==> config.mk <==
export PLATFORM = sky130hd
export DESIGN_NAME = lsu_ctrl
export DESIGN_NICKNAME = d
export VERILOG_FILES = /design/src/rtl/lsu_ctrl.sv
export SDC_FILE = /design/constraint.sdc
export NUM_CORES = 1
export LEC_CHECK = 0
export CAP_MARGIN = 20
export CORE_MARGIN = 5
export CORE_UTILIZATION = 45
export CTS_CLUSTER_SIZE = 14
export DETAILED_ROUTE_END_ITERATION = 16
export MAX_ROUTING_LAYER = met4
export PLACE_DENSITY = 0.95
export SYNTH_ARGS = -nofsm -noshare
export SYNTH_HDL_FRONTEND = slang
export SYNTH_SLANG_ARGS = --single-unit
==> constraint.sdc <==
create_clock -name clk -period 2.75 [get_ports clk]
set_input_delay 0.55 -clock clk [delete_from_list [all_inputs] [get_ports clk]]
set_output_delay 0.55 -clock clk [all_outputs]
set_load 0.02 [all_outputs]
==> src/rtl/lsu_ctrl.sv <==
// lsu_ctrl: load/store sequencer between the MEM stage and data memory.
// Latency: req accepted at edge k -> dm_req from k+1; ack at edge m -> resp_valid in m+1.
// Backpressure: req_ready only in IDLE; one access in flight; dm_req held until dm_ack or timeout.
//
// Ports:
//   clk, rst                 core clock, synchronous active-high reset
//   req_valid/req_ready      request handshake (req_write, req_whb, req_addr, req_wdata)
//   resp_valid/err/rdata     single-cycle registered completion
//   busy                     state != IDLE, pipeline stall source
//   dm_req/addr/wen/wdata    data memory access (registered, stable until ack)
//   dm_rdata/dm_ack          data memory return
module lsu_ctrl #(
  parameter int unsigned TIMEOUT = 16
) (
  input  logic        clk,
  input  logic        rst,
  input  logic        req_valid,
  output logic        req_ready,
  input  logic        req_write,
  input  logic [2:0]  req_whb,
  input  logic [31:0] req_addr,
  input  logic [31:0] req_wdata,
  output logic        resp_valid,
  output logic        resp_err,
  output logic [31:0] resp_rdata,
  output logic        busy,
  output logic        dm_req,
  output logic [31:0] dm_addr,
  output logic [3:0]  dm_wen,
  output logic [31:0] dm_wdata,
  input  logic [31:0] dm_rdata,
  input  logic        dm_ack
);

  // Access size codes (parameter_define.sv encoding).
  localparam logic [2:0] WHB_BYTE  = 3'b000;
  localparam logic [2:0] WHB_HALF  = 3'b001;
  localparam logic [2:0] WHB_WORD  = 3'b010;
  localparam logic [2:0] WHB_BYTEU = 3'b100;
  localparam logic [2:0] WHB_HALFU = 3'b101;

  // Counter value seen in the last allowed ACCESS cycle (counter starts at 0).
  localparam logic [7:0] TO_LAST = 8'(TIMEOUT - 1);

  typedef enum logic [1:0] {
    S_IDLE   = 2'd0,
    S_ACCESS = 2'd1,
    S_RESP   = 2'd2
  } state_e;

  state_e      state_q, state_d;
  logic        write_q, write_d;
  logic [2:0]  whb_q, whb_d;
  logic [1:0]  off_q, off_d;
  logic [7:0]  cnt_q, cnt_d;
  logic        resp_valid_q, resp_valid_d;
  logic        resp_err_q, resp_err_d;
  logic [31:0] resp_rdata_q, resp_rdata_d;
  logic        dm_req_q, dm_req_d;
  logic [31:0] dm_addr_q, dm_addr_d;
  logic [3:0]  dm_wen_q, dm_wen_d;
  logic [31:0] dm_wdata_q, dm_wdata_d;

  // Request decode: legality/alignment, lane enables and replicated store data.
  logic        req_ok;
  logic [3:0]  req_wen;
  logic [31:0] req_wrep;

  always_comb begin
    req_ok   = 1'b0;
    req_wen  = 4'b0000;
    req_wrep = req_wdata;
    case (req_whb)
      WHB_WORD: begin
        req_ok  = (req_addr[1:0] == 2'b00);
        req_wen = 4'b1111;
      end
      WHB_HALF, WHB_HALFU: begin
        req_ok   = ~req_addr[0];
        req_wen  = 4'b0011 << req_addr[1:0];
        req_wrep = {2{req_wdata[15:0]}};
      end
      WHB_BYTE, WHB_BYTEU: begin
        req_ok   = 1'b1;
        req_wen  = 4'b0001 << req_addr[1:0];
        req_wrep = {4{req_wdata[7:0]}};
      end
      default: ;
    endcase
  end

  // Load lane extraction and extension from the latched size/offset.
  logic [31:0] ld_shift;
  logic [31:0] ld_data;

  always_comb begin
    ld_shift = dm_rdata >> {off_q, 3'b000};
    ld_data  = ld_shift;
    case (whb_q)
      WHB_BYTE:  ld_data = {{24{ld_shift[7]}}, ld_shift[7:0]};
      WHB_BYTEU: ld_data = {24'b0, ld_shift[7:0]};
      WHB_HALF:  ld_data = {{16{ld_shift[15]}}, ld_shift[15:0]};
      WHB_HALFU: ld_data = {16'b0, ld_shift[15:0]};
      default:   ld_data = ld_shift;
    endcase
  end

  always_comb begin
    state_d      = state_q;
    write_d      = write_q;
    whb_d        = whb_q;
    off_d        = off_q;
    cnt_d        = cnt_q;
    resp_valid_d = 1'b0;
    resp_err_d   = 1'b0;
    resp_rdata_d = 32'b0;
    dm_req_d     = dm_req_q;
    dm_addr_d    = dm_addr_q;
    dm_wen_d     = dm_wen_q;
    dm_wdata_d   = dm_wdata_q;
    case (state_q)
      S_IDLE: begin
        if (req_valid) begin
          write_d = req_write;
          whb_d   = req_whb;
          off_d   = req_addr[1:0];
          if (req_ok) begin
            state_d    = S_ACCESS;
            cnt_d      = 8'd0;
            dm_req_d   = 1'b1;
            dm_addr_d  = {req_addr[31:2], 2'b00};
            dm_wen_d   = req_write ? req_wen : 4'b0000;
            dm_wdata_d = req_wrep;
          end else begin
            // Rejected requests never touch the memory bus.
            state_d      = S_RESP;
            resp_valid_d = 1'b1;
            resp_err_d   = 1'b1;
          end
        end
      end
      S_ACCESS: begin
        // Ack is checked first so an ack in the final allowed cycle still succeeds.
        if (dm_ack) begin
          state_d      = S_RESP;
          dm_req_d     = 1'b0;
          resp_valid_d = 1'b1;
          resp_rdata_d = write_q ? 32'b0 : ld_data;
        end else if (cnt_q == TO_LAST) begin
          state_d      = S_RESP;
          dm_req_d     = 1'b0;
          resp_valid_d = 1'b1;
          resp_err_d   = 1'b1;
        end else begin
          cnt_d = cnt_q + 8'd1;
        end
      end
      S_RESP:  state_d = S_IDLE;
      default: state_d = S_IDLE;
    endcase
  end

  always_ff @(posedge clk) begin
    if (rst) begin
      state_q      <= S_IDLE;
      write_q      <= 1'b0;
      whb_q        <= 3'b0;
      off_q        <= 2'b0;
      cnt_q        <= 8'd0;
      resp_valid_q <= 1'b0;
      resp_err_q   <= 1'b0;
      resp_rdata_q <= 32'b0;
      dm_req_q     <= 1'b0;
      dm_addr_q    <= 32'b0;
      dm_wen_q     <= 4'b0;
      dm_wdata_q   <= 32'b0;
    end else begin
      state_q      <= state_d;
      write_q      <= write_d;
      whb_q        <= whb_d;
      off_q        <= off_d;
      cnt_q        <= cnt_d;
      resp_valid_q <= resp_valid_d;
      resp_err_q   <= resp_err_d;
      resp_rdata_q <= resp_rdata_d;
      dm_req_q     <= dm_req_d;
      dm_addr_q    <= dm_addr_d;
      dm_wen_q     <= dm_wen_d;
      dm_wdata_q   <= dm_wdata_d;
    end
  end

  assign req_ready  = (state_q == S_IDLE);
  assign busy       = (state_q != S_IDLE);
  assign resp_valid = resp_valid_q;
  assign resp_err   = resp_err_q;
  assign resp_rdata = resp_rdata_q;
  assign dm_req     = dm_req_q;
  assign dm_addr    = dm_addr_q;
  assign dm_wen     = dm_wen_q;
  assign dm_wdata   = dm_wdata_q;

endmodule

======== After elaboration in Yosys (flattened, before gate mapping) ========
Cells that the tools add are included.
Widths: inputs -> output; s select.
storage, ports and cells
  bits of input ports ..................... 104
  output and inout bits ................... 105
  word-level logic and storage cells ...... 74
  flip-flop bits (word level) ............. 117
cells by class
  multiplexer cells ....................... 27
  add/sub/neg operators ................... 1
  shifts and indexed selects .............. 3
  reductions and logical operators ........ 14
  bitwise gates (word level) .............. 3
  equality and inequality tests ........... 14
operators by type and width
  operator             count
  $pmux 32 s4          1
  $pmux 32 s2          1
  $mux 8               4
  $shr 32x5->32        1
  $pmux 8 s2           1
  $eq 3x3->1 const B   4
  $pmux 4 s3           1
  $mux 1               9
  $add 8x1->8 const B  1
  $eq 8x4->1 const B   1
  $mux 2               4
  $eq 3x1->1 const B   2
  $logic_not 3->1      2
  $ne 2x2->1 const B   3
  $pmux 1 s2           3
  $reduce_and 5->1     1
  $logic_not 2->1      2
  $mux 4               1
  $pmux 2 s2           1
  $reduce_and 2->1     2
  $reduce_and 4->1     1
  $reduce_bool 2->1    2
  $reduce_or 2->1      2
  $reduce_or 4->1      1
  9 further kinds      11

======== Logic depth before layout (Yosys ltp) ========
  depth after elaboration ................. 6
  gate-level depth with buffers ........... 7
  gate-level depth less buffers ........... 5

======== Worst setup path before layout ========
No wires, ideal clock.
  path type ............................... input to register
  start ................................... input req_valid
  end ..................................... register dm_wdata_q[4], in the netlist dm_wdata[4]
  path slack .............................. 1.076 ns
  stages .................................. 7
  library setup time ...................... 0.071 ns
  data arrival time ....................... 1.604 ns
  path buffers ............................ 3
  required time ........................... 2.679 ns
  cell sequence ........................... nor3b_1 > buf_4 > o21ai_1 > buf_2 > buf_1 > nand2_1 > a21oi_1
between the ends
  cells in the longest elaborated chain, start to end .. 1
ends and longest elaborated chain
  element                     RTL line  source
  start: declaration          17        input logic req_valid,
  $reduce_and 3->1 (no line)  n/a
  end signal: assignment      189       dm_wdata_q <= dm_wdata_d;
  end: declaration            62        logic [31:0] dm_wdata_q, dm_wdata_d;
Every way passes these cells.
A chain may end at the register's enable or synchronous reset.

======== Worst setup path after layout ========
  start ................................... register state_q[0]
  end ..................................... output req_ready
between the ends
  cells in the longest elaborated chain, start to end .. 1
ends and longest elaborated chain
  element                   RTL line  source
  start: declaration        51        state_e state_q, state_d;
  start signal: assignment  178       state_q <= state_d;
  $logic_not 2->1           193       assign req_ready = (state_q == S_IDLE);
  end: declaration          18        output logic req_ready,
Every way passes these cells.

==> key figures <==
Run status
  • Status: finished, final reports clean

Floorplanning
  • Starting density of the core: 46.2%
  • I/O pin count: around 210
  • Die ar.: approximately 13000 sq um
  • Die Width: roughly 120 um
  • Die H: about 120 um
  • Rows: 38
  • Core area: 10900 sq um

Cells and area
  • Register area: between 2000 and 2500 sq um
  • Area Growth Syn to Fin: 53.2%
  • Most common cell after layout, fill and taps aside: clkdlybuf4s50_1
  • Most frequent cells in the layout: clkdlybuf4s50_1 (205), nand2_1 (133), dfxtp_1 (117)
  • Final Net Count: ~900
  • Multi-input logic area: 2450 sq um
  • Layout cells sized above 1: about a tenth
  • Filler cells: 786
  • Diodes inserted: 0

Clock tree
  • Number of buffers inserted by hold repair at cts: 0
  • Sink Count: ~120
  • Total CTS buffers: 17
  • Buffer count from post-CTS setup fixing: 0
  • Worst-skew pair later-pin latency: approximately 520 ps
  • Root Buffer: clkbuf_8
  • Number of gates resized after CTS: 0
  • CTS clk-pin slew, worst paths: around 60 ps
  • CTS tree: done
  • Clock H-tree levels: 4
  • Max clock buf depth: 2

Pwr
  • Clock power frac: 43.6%
  • Sw Share: between 20% and 30%
  • Power Density: approximately 600 nW/um^2
  • Pint: 3.30 mW
  • Sequential share of power: slightly below 40%
  • P_sw: between 1 and 1.5 mW
  • Design Power: 4.61 mW
  • Comb power frac: 17.1%
  • Leakage: between 2 and 3 nW
  • Maximum VDD drop: roughly 0.4 mV

STA
  • RSZ-0062 raised after global routing: false
  • Minimum clock period: approximately 2400 ps
  • Final Hold Viols: 0
  • Max Freq: approximately 410 MHz
  • Total Neg Setup Slack: 0 ps
  • Slew margin rel.: between 50 and 60%
  • Finish-stage setup viols: 0
  • Period utilization: around nine tenths
  • Worst Skew: ~10 ps
  • Slew Viols, Final: 0
  • Worst-Margin Slew: about 620 ps

Placed design
  • Port Buffers: about 210
  • Post-detail-place hpwl: 12100 um
  • GP Congestion: 0.883

Detailed routing
  • Uppermost routed layer: met4
  • Met2 Routed Length: 8300 um
  • TritonRoute pass-1 iters: 5
  • Antenna Nets Post-Route: 0
  • Starting DRT DRC Count: 390
  • Met1 wire length: roughly 6300 um
  • Vias/cell: approximately 5.5
  • Routed WL per cell: approximately 18 um
  • DRT Wirelength: between 15000 and 20000 um
  • Vias: a little over 5000
  • DRC viols: 0
  • WL met3: about 1600 um

Yosys
  • Syn Area/Cell: between 8 and 9 sq um
  • Seq/Total Area, Yosys: between 40% and 50%
  • Synth cell types: 42
  • Post-Syn Area: 5030 sq um
  • Gate Count Post-Synth: 596
  • FF+latch count, synth: 117
  • Yosys warnings: 0

Setup path
  • Crit path from: state_q[0]
  • Worst-path maximum fanout: 5
  • Crit path depth: 3
  • Critical-path cell list: or2_2 -> inv_1 -> clkdlybuf4s50_1
  • Crit path max-delay family: buffers and inverters
  • Crit path DAT: about 1900 ps
  • Crit-path max cell delay: about 600 ps
  • Reg2reg start: cnt_q[6]
  • CP Capture Type: primary output
  • R2r setup slk: roughly 880 ps
  • Required time of the critical path: 2200 ps
  • CP Launch Type: register
  • FF-to-FF End: cnt_q[5]
  • Worst path bufs/invs: 2
  • CP max stage cell: clkdlybuf4s50_1
  • Crit path to: req_ready
  • CP Class: register to primary output
  • Path depth of the worst reg2reg path: 4

Global routing
  • GRT Residual Overflow: 0
  • First-pass GRT wire length: approximately 26000 um
  • Vias in the first global route: between 5000 and 6000
  • Largest net degree at the start of global routing: 57
  • GR Util All Layers: about a quarter
  • Initial antenna violation count: 0

Hold path
  • Worst Hold Launch: dm_wen[3]
  • Worst hold path type: register to register

Job
  • # Max-Cap Violations: 0
==> worst register-to-register path, delay by kind of cell (launching register included) <==
| kind | cells | cell delay (ps) |
|---|---|---|
| AO/OA/AOI/OAI | 2 | 640 |
| AND/OR/NAND/NOR | 1 | 610 |
| flip-flops | 1 | 340 |
| multiplexers | 1 | 210 |
==> logic make-up after synthesis <==
family,count (synthesis),synth area share [%]
simple gates,221,19.2
compound gates,155,19.1
flops,117,46.6
buf+inv,54,5.20
mux,47,9.60
fa+ha+maj,1,0.249
other cells,1,0.0746
==> final cells by class <==
type,instances,share of cell area [%]
timing repair buffer,221,28.3
clock inverter,14,1.49
multi-input combinational,426,31.8
sequential,117,30.4
tap,140,2.27
clock buffer,18,5.55
inverter,4,0.195
==> flip-flops by register name (all words and copies together), names as in the netlist <==
name        flops
dm_wdata       32
resp_rdata     32
dm_addr        30
cnt_q           8
dm_wen          4
whb_q           3
off_q           2
state_q         2
dm_req          1
resp_err        1
resp_valid      1
write_q         1
==> power by group through the flow <==
stage / Sequential, mW / Clock (mW) / Combinational, mW
finish: 1.81 / 2.01 / 0.788
global route: 1.82 / 2.13 / 0.845
CTS: 1.81 / 2.04 / 0.787
detailed placement: 1.85 / 0 / 0.777
global placement: 1.84 / 0 / 0.763
floorplan: 1.91 / 0 / 0.339
==> how the worst min path moves through the flow <==
| stage | slack [ps] | endpoint | depth (start not counted) |
|---|---|---|---|
| 2_1_floorplan | 450 | cnt_q[7] | 2 |
| 3_3_place_gp | 440 | dm_wen[1] | 2 |
| 3_5_place_dp | 450 | dm_addr[9] | 2 |
| 4_1_cts | 450 | write_q | 2 |
| 5_1_grt | 470 | dm_addr[11] | 2 |
| 6_report | 450 | dm_wen[3] | 2 |
==> layer usage <==
metal	vias to the layer above	global-route usage [%]
met3	45	8.09
li1	2440	-
met5	-	-
met2	267	43.1
met4	0	11.0
met1	2382	27.2
==> through the flow <==
stage / setup WS, ps / util (%) / instances / hold slack, ps / cell area [sq um]
floorplan: 1080 / - / 597 / 452 / 5030
global placement: 305 / 65.8 / 908 / 440 / 7160
detailed placement: 207 / 65.8 / 908 / 447 / 7160
CTS: 293 / 70.8 / 940 / 449 / 7700
global route: 250 / 70.8 / 940 / 472 / 7700
finish: 316 / 70.8 / 940 / 453 / 7700
==> synthesized netlist by cell type <==
library cell,number,share of area (%)
a311o_1,1,0.20
conb_1,1,0.075
o21a_2,1,0.17
nand2b_4,1,0.27
nand2b_1,1,0.12
ha_1,1,0.25
nand4_1,1,0.12
mux2i_1,37,7.4
nor4_2,1,0.25
a21oi_1,73,7.3
a211o_4,1,0.35
a21boi_1,1,0.15
mux2_2,10,2.2
and3_1,1,0.12
and4_1,1,0.17
buf_6,3,0.67
o21a_1,1,0.15
buf_2,14,1.4
o211ai_2,1,0.25
nand3_1,11,1.1
a211oi_1,26,3.9
nand2_1,133,9.9
dfxtp_1,117,47
nor2b_1,10,1.2
a21oi_2,10,1.7
buf_4,5,0.75
nand3b_1,1,0.15
o211ai_1,5,0.75
or2_2,3,0.37
nor2_1,35,2.6
or4_1,1,0.15
o21ai_0,25,2.5
a311oi_1,8,1.4
nor3b_1,3,0.45
nor3_1,3,0.30
o21ai_1,1,0.099
inv_1,4,0.30
o211a_1,1,0.20
and2_1,8,1.0
buf_1,6,0.45
or3_1,7,0.87
clkbuf_1,22,1.6
No activity file was read; power rests on OpenSTA's default activity.
